[src/rtl/plab4_net_adaptive_route_compute.sv]
// Adaptive route computation for one router on a bidirectional ring.
// Chooses the previous or next direction by comparing hop distance plus a
// credit-based congestion penalty, and terminates messages addressed here.
// Keeps a saturating count of diversions, meaning valid messages sent the
// long way round because the short way was congested.
// Optional feature: define PLAB4_NET_ADAPTIVE_ROUTE_REG_OUT_EN to register
// the route output (1-cycle latency, async reset forces ROUTE_TERM).
module plab4_net_adaptive_route_compute #(
    parameter int  p_router_id   = 0,
    parameter int  p_num_routers = 8,
    localparam int c_dest_nbits  = $clog2(p_num_routers)
) (
    input  logic                    clk,
    input  logic                    reset,
    input  logic                    val,
    input  logic [c_dest_nbits-1:0] dest,
    input  logic [1:0]              num_free_chan0,
    input  logic [1:0]              num_free_chan2,
    output logic [1:0]              route,
    output logic [7:0]              divert_count
);

    localparam logic [1:0] c_route_prev = 2'b00;
    localparam logic [1:0] c_route_next = 2'b01;
    localparam logic [1:0] c_route_term = 2'b10;

    // Worst case cost: 15 hops + 8 penalty = 23, so 5 bits never overflow.
    localparam int c_cost_nbits = 5;

    localparam logic [c_dest_nbits-1:0] c_router_id = c_dest_nbits'(p_router_id);

    // Congestion penalty from the free-credit count of one channel.
    function automatic logic [3:0] penalty(input logic [1:0] num_free);
        case (num_free)
            2'd0:    penalty = 4'd8;
            2'd1:    penalty = 4'd3;
            default: penalty = 4'd0;
        endcase
    endfunction

    logic [c_dest_nbits-1:0] hops_next;
    logic [c_dest_nbits-1:0] hops_prev;
    logic [c_cost_nbits-1:0] cost_next;
    logic [c_cost_nbits-1:0] cost_prev;
    logic [1:0]              route_dec;
    logic                    shorter_is_next;
    logic                    divert;

    // The ring size is a power of two, so plain wrap-around subtraction
    // yields the modular hop distance in each direction.
    assign hops_next = dest - c_router_id;
    assign hops_prev = c_router_id - dest;

    assign cost_next = c_cost_nbits'(hops_next) + c_cost_nbits'(penalty(num_free_chan2));
    assign cost_prev = c_cost_nbits'(hops_prev) + c_cost_nbits'(penalty(num_free_chan0));

    // Route decision: terminate locally, else take the cheaper direction.
    // Ties go to the previous direction.
    always_comb begin
        // NOTE: default assigned first so every path drives route_dec and no latch is inferred.
        route_dec = c_route_prev;
        if (dest == c_router_id) begin
            route_dec = c_route_term;
        end else if (cost_next < cost_prev) begin
            route_dec = c_route_next;
        end
    end

    // A diversion only exists when one direction is strictly shorter and
    // the decision went the other way.
    assign shorter_is_next = (hops_next < hops_prev);
    assign divert = val
                 && (route_dec != c_route_term)
                 && (hops_next != hops_prev)
                 && ((route_dec == c_route_next) != shorter_is_next);

    // Saturating diversion counter, cleared asynchronously by reset.
    always_ff @(posedge clk or negedge reset) begin
        // NOTE: sequential state uses non-blocking assignments so all registers update together.
        if (!reset) begin
            divert_count <= 8'd0;
        end else if (divert && (divert_count != 8'hFF)) begin
            divert_count <= divert_count + 8'd1;
        end
    end

`ifdef PLAB4_NET_ADAPTIVE_ROUTE_REG_OUT_EN
    logic [1:0] route_q;

    // Registered route output. Reset parks it on TERM so nothing is sent onward.
    always_ff @(posedge clk or negedge reset) begin
        if (!reset) begin
            route_q <= c_route_term;
        end else begin
            route_q <= route_dec;
        end
    end

    assign route = route_q;
`else
    assign route = route_dec;
`endif

endmodule

[config.mk]
export PLATFORM = sky130hd
export DESIGN_NAME = plab4_net_adaptive_route_compute
export DESIGN_NICKNAME = d
export VERILOG_FILES = /design/src/rtl/plab4_net_adaptive_route_compute.sv
export SDC_FILE = /design/constraint.sdc
export NUM_CORES = 1
export LEC_CHECK = 0
export CORE_MARGIN = 3
export CORE_UTILIZATION = 42
export CTS_BUF_LIST = sky130_fd_sc_hd__clkbuf_4
export DETAILED_ROUTE_END_ITERATION = 12
export PLACE_DENSITY = 0.72
export SYNTH_ARGS = -nofsm -noshare
export SYNTH_HDL_FRONTEND = slang
export SYNTH_SLANG_ARGS = --single-unit
[constraint.sdc]
create_clock -name clk -period 3 [get_ports clk]
set_clock_uncertainty 0.2 [all_clocks]
set_input_delay 0.45 -clock clk [delete_from_list [all_inputs] [get_ports clk]]
set_output_delay 0.45 -clock clk [all_outputs]
set_load 0.02 [all_outputs]
### Word level (Yosys, flattened, before mapping)

Index checks and enable logic that the tools add are counted.
Widths: inputs -> output; s select.

* bits of input ports: 10
* register bits: 8
* output and inout port bits: 10

* order comparisons: 2
* mux-type cells: 4
* add/subtract/negate cells: 4
* reductions and logical operators: 7
* eq/ne operators: 7

Operators by type and width (count)
* $pmux 4 s2: 2
* $add 3x4->5: 2
* $add 8x1->8 const B: 1
* $ne 8x8->1 const B: 1
* $eq 2x1->1 const B: 3
* $lt 5x5->1: 1
* $logic_and 1x1->1: 4
* $logic_not 2->1: 2
* $logic_not 3->1: 1
* $lt 3x3->1: 1
* $ne 3x3->1: 1
* $sub 1x3->3 const A: 1
* $mux 2: 1
* $ne 2x2->1 const B: 1
* $mux 1: 1
* $ne 1x1->1: 1

### Longest topological paths before layout

* depth after elaboration: 11
* depth in mapped cells: 13
* depth with buffers taken out: 13

### Worst setup path before layout

No wires, ideal clock.

* kind: input to register
* start point: input dest[0]
* end point: register divert_count[1]
* arrival: 2948 ps
* path buffers: 0
* cell stages on the path: 12
* setup time: 125 ps
* slack: -273 ps
* cell sequence: inv_1 > ha_1 > ha_1 > o21ai_0 > a21o_1 > ha_1 > a21o_1 > a211o_2 > a21o_2 > o21ai_4 > and3_2 > mux2_4

* longest elaborated chain between the ends: 10
* elaborated cells between the ends (all ways): 16
* classes of those cells: 3 x add/sub; 2 x order compare; 4 x eq/ne; 2 x mux; 5 x reduce/logical

Ends and longest elaborated chain
* from (decl): line 16 `input logic [c_dest_nbits-1:0] dest,`
* $sub 1x3->3: line 52 `assign hops_prev = c_router_id - dest;`
* $add 3x4->5: line 55 `assign cost_prev = c_cost_nbits'(hops_prev) + c_cost_nbits'(penalty(num_free_chan0));`
* $lt 5x5->1: line 64 `end else if (cost_next < cost_prev) begin`
* $mux 1: line 64
* $mux 2: line 62 `if (dest == c_router_id) begin`
* $ne 2x2->1: line 73 `&& (route_dec != c_route_term)`
* $logic_and 1x1->1: line 73
* $logic_and 1x1->1: line 74 `&& (hops_next != hops_prev)`
* $logic_and 1x1->1 *: line 75 `&& ((route_dec == c_route_next) != shorter_is_next);`
* $logic_and 1x1->1 *: line 82 `end else if (divert && (divert_count != 8'hFF)) begin`
* to (signal assigned): line 83 `divert_count <= divert_count + 8'd1;`
* to (decl): line 20 `output logic [7:0] divert_count`

Every way passes the cells marked *; elsewhere a longest branch is shown, timed or not.
A chain may end at the register's enable or synchronous reset.

### Worst setup path after layout

* start point: input dest[1]
* end point: register divert_count[1]

The elaborated chain is that of the path after synthesis.

==> results.ini <==
[timing]
hold_violations=0
slew_headroom_pct=77.4
fin_crit_sh_pct=105
worst_pin_slew_ns=0.338
fin_ws_ns=-0.146
setup_viol=5
min_period_ns=3.15
drv_slew=0
clock.fmax_mhz=318
finalSetupTns_ns=-0.513
worst_hold_slack_ns=0.275
rsz0062_at_grt=yes

[worst_hold_path]
min_path_type=input port to async pin

[clocking]
cts_tree=built
clock_sinks=8
clk_path_buf_depth=2
cts-root-buf=clkbuf_4
cts.clk_slew.worst_paths_ns=0.05
cts_max_level=1
clk_latency_ns=0.24
cts_buffers=3
hold_buffers=0

[grt]
grt_pass1_vias=982
grt_use_met3_pct=0.292
gr-usage-met1_pct=20.0
grt.busiest_layer=met2
grt_pass1_wl_um=4040
antenna_found_initial=0
grt_usage_pct=19.6
grt_max_degree=9
globalRouteOverflowTotal=0
grt.met2_usage_pct=41.0

[power]
leakage_nw=0.658
irDropWorstVdd_mv=0.300
power_density_nw_per_um2=471
total_power_uw=689

[placement]
dp.cells=161
dpl.hpwl_um=1850
port_buffers=19
gp_congestion=0.822
dpl_cell_area_um2=1320

[critical_path]
worstPathArrival_ns=3.07
crit_type=input port to flop
critPathLaunchType=input port
worstSetupEndpointType=flop
critPathMaxFanout=5
cp.required_ns=2.93

[synthesis]
syn_inst=94
yosysWarningCount=0
synthesis.area_um2=856
synth_nets=114
ys_types=36
ys_seq_area_share_pct=23.4
synth_seq_cells=8
synth.avg_cell_area_um2=9.10

[cells_and_area]
antenna_cells=0
stdcell_count=171
fin_nets=168
area_delta_synth_final_pct=70.9
largest_reg_flops=8
drive_gt1_share_pct=45.2
postLayoutCellArea_um2=1460
reg_top3=divert_count (8)
top_register=divert_count

[die]
ioPinCount=20
floorplan.die_area_um2=2620
start_util_pct=47.0
fp-row-count=15
coreArea_um2=1820
die_w_um=51.1
fp.dieH_um=51.1

[status]
violations=setup timing
status=finished with violations

[detailed_routing]
dr.pass1.iters=4
viasPerCell=5.37
drc_errors=0
wl_um=2290
wl_per_cell_um=13.4
ant_nets=0
vias=919
first_iter_violations=10

[run]
maxCapViolCount=0

-- worst paths after layout --
check / from / end / slack, ns / cells past startpoint
min reg2reg: divert_count[6]$_DFFE_PN0P_ / divert_count[6]$_DFFE_PN0P_ / 0.33 / 1
max reg2reg: divert_count[3]$_DFFE_PN0P_ / divert_count[1]$_DFFE_PN0P_ / 1.20 / 5
max: dest[1] / divert_count[1]$_DFFE_PN0P_ / -0.15 / 14
min in group clk: divert_count[6]$_DFFE_PN0P_ / divert_count[6]$_DFFE_PN0P_ / 0.33 / 1
min: reset / divert_count[2]$_DFFE_PN0P_ / 0.28 / 1
max in group asynchronous: reset / divert_count[5]$_DFFE_PN0P_ / 2.08 / 1
-- cells in the final DEF (no fill, tap or decap), types with 2 or more instances in the layout --
| master | n |
|---|---|
| ha_1 | 5 |
| inv_1 | 3 |
| nor3_1 | 3 |
| buf_6 | 4 |
| ha_2 | 2 |
| buf_4 | 28 |
| a21oi_1 | 3 |
| o21ai_0 | 2 |
| xnor2_2 | 2 |
| clkdlybuf4s15_1 | 3 |
| xnor2_1 | 7 |
| a21oi_2 | 3 |
| mux2_4 | 2 |
| nor2_1 | 3 |
| o21a_1 | 2 |
| a21o_1 | 2 |
| nand2_1 | 9 |
| nand3_1 | 3 |
| dfrtp_1 | 8 |
| clkbuf_4 | 3 |
| ha_4 | 3 |
| clkdlybuf4s50_1 | 11 |
| nand4_1 | 5 |
-- area by class of cell --
| type | count | area, um2 |
|---|---|---|
| Fill cell | 129 | 358 |
| Multi-Input combinational cell | 80 | 739 |
| Tap cell | 25 | 31.3 |
| Timing Repair Buffer | 49 | 429 |
| Inverter | 6 | 40.0 |
| Sequential cell | 8 | 200 |
| Clock buffer | 3 | 22.5 |
-- stage by stage --
| stage | util (%) | setup slack (ns) |
|---|---|---|
| final | 80.3 | -0.146 |
| after global placement | 72.4 | -1.04 |
| after floorplan | - | -0.0298 |
| after global routing | 80.3 | -0.252 |
| after detailed placement | 72.4 | -1.14 |
| after CTS | 77.9 | -0.127 |
-- critical path: stages --
cell,delay (ns)
buf_12,0.09
inv_12,0.03
ha_4,0.26
xnor2_2,0.11
ha_2,0.23
buf_6,0.10
nand4bb_1,0.11
ha_1,0.32
a211o_2,0.36
buf_6,0.12
a21o_4,0.19
o21ai_4,0.20
and3_4,0.22
mux2_4,0.29
-- timing repair --
action,CTS,global route
pin swaps,15,9
setup buffers,4,3
resized for setup,39,6
endpoints found under the setup margin,9,6
-- cell usage after synthesis --
master,number,area [um2]
ha_1,10,125
nand2_1,9,33.8
xnor2_1,9,78.8
dfrtp_1,8,200
inv_1,6,22.5
a21oi_1,5,25.0
nand4_1,5,31.3
nand3_1,3,15.0
nor2_1,3,11.3
nor3_1,3,15.0
o21ai_0,3,15.0
a21o_1,2,15.0
and3_2,2,15.0
mux2_1,2,22.5
o21a_1,2,15.0
xor2_1,2,17.5
a211o_2,1,10.0
a21o_2,1,8.76
a21oi_2,1,8.76
a31oi_1,1,6.26
and2_2,1,7.51
and3_1,1,6.26
and4_1,1,8.76
and4_4,1,11.3
mux2_4,1,15.0
mux2i_1,1,10.0
nand2b_4,1,13.8
nand3_2,1,10.0
nand3b_1,1,7.51
nand4b_1,1,8.76
nand4bb_1,1,11.3
nor2b_4,1,13.8
nor4b_1,1,8.76
o21ai_4,1,16.3
or2b_2,1,8.76
or3_1,1,6.26
-- cells by family (layout without fill, tap and decap cells) --
kind of cell | after synthesis | in the layout | share of synthesized area (%)
XOR/XNOR | 11 | 11 | 11.3
buffers and inverters | 6 | 58 | 2.63
adder cells (fa/ha/maj) | 10 | 10 | 14.6
AO/OA/AOI/OAI | 17 | 17 | 14.0
multiplexers | 4 | 4 | 5.55
AND/OR/NAND/NOR | 38 | 38 | 28.5
flip-flops | 8 | 8 | 23.4
-- metal layers --
metal	vias up	wire length, um
met2	26	1310
met3	4	82
met4	0	44
met5	-	0
li1	449	-
met1	440	848
-- where the power goes --
part / total (mW) / switching (mW) / internal [mW]
logic: 0.425 / 0.189 / 0.236
clock network: 0.0754 / 0.0301 / 0.0453
registers: 0.189 / 0.0466 / 0.142
total: 0.689 / 0.266 / 0.423
(Power assumes the default switching activity.)
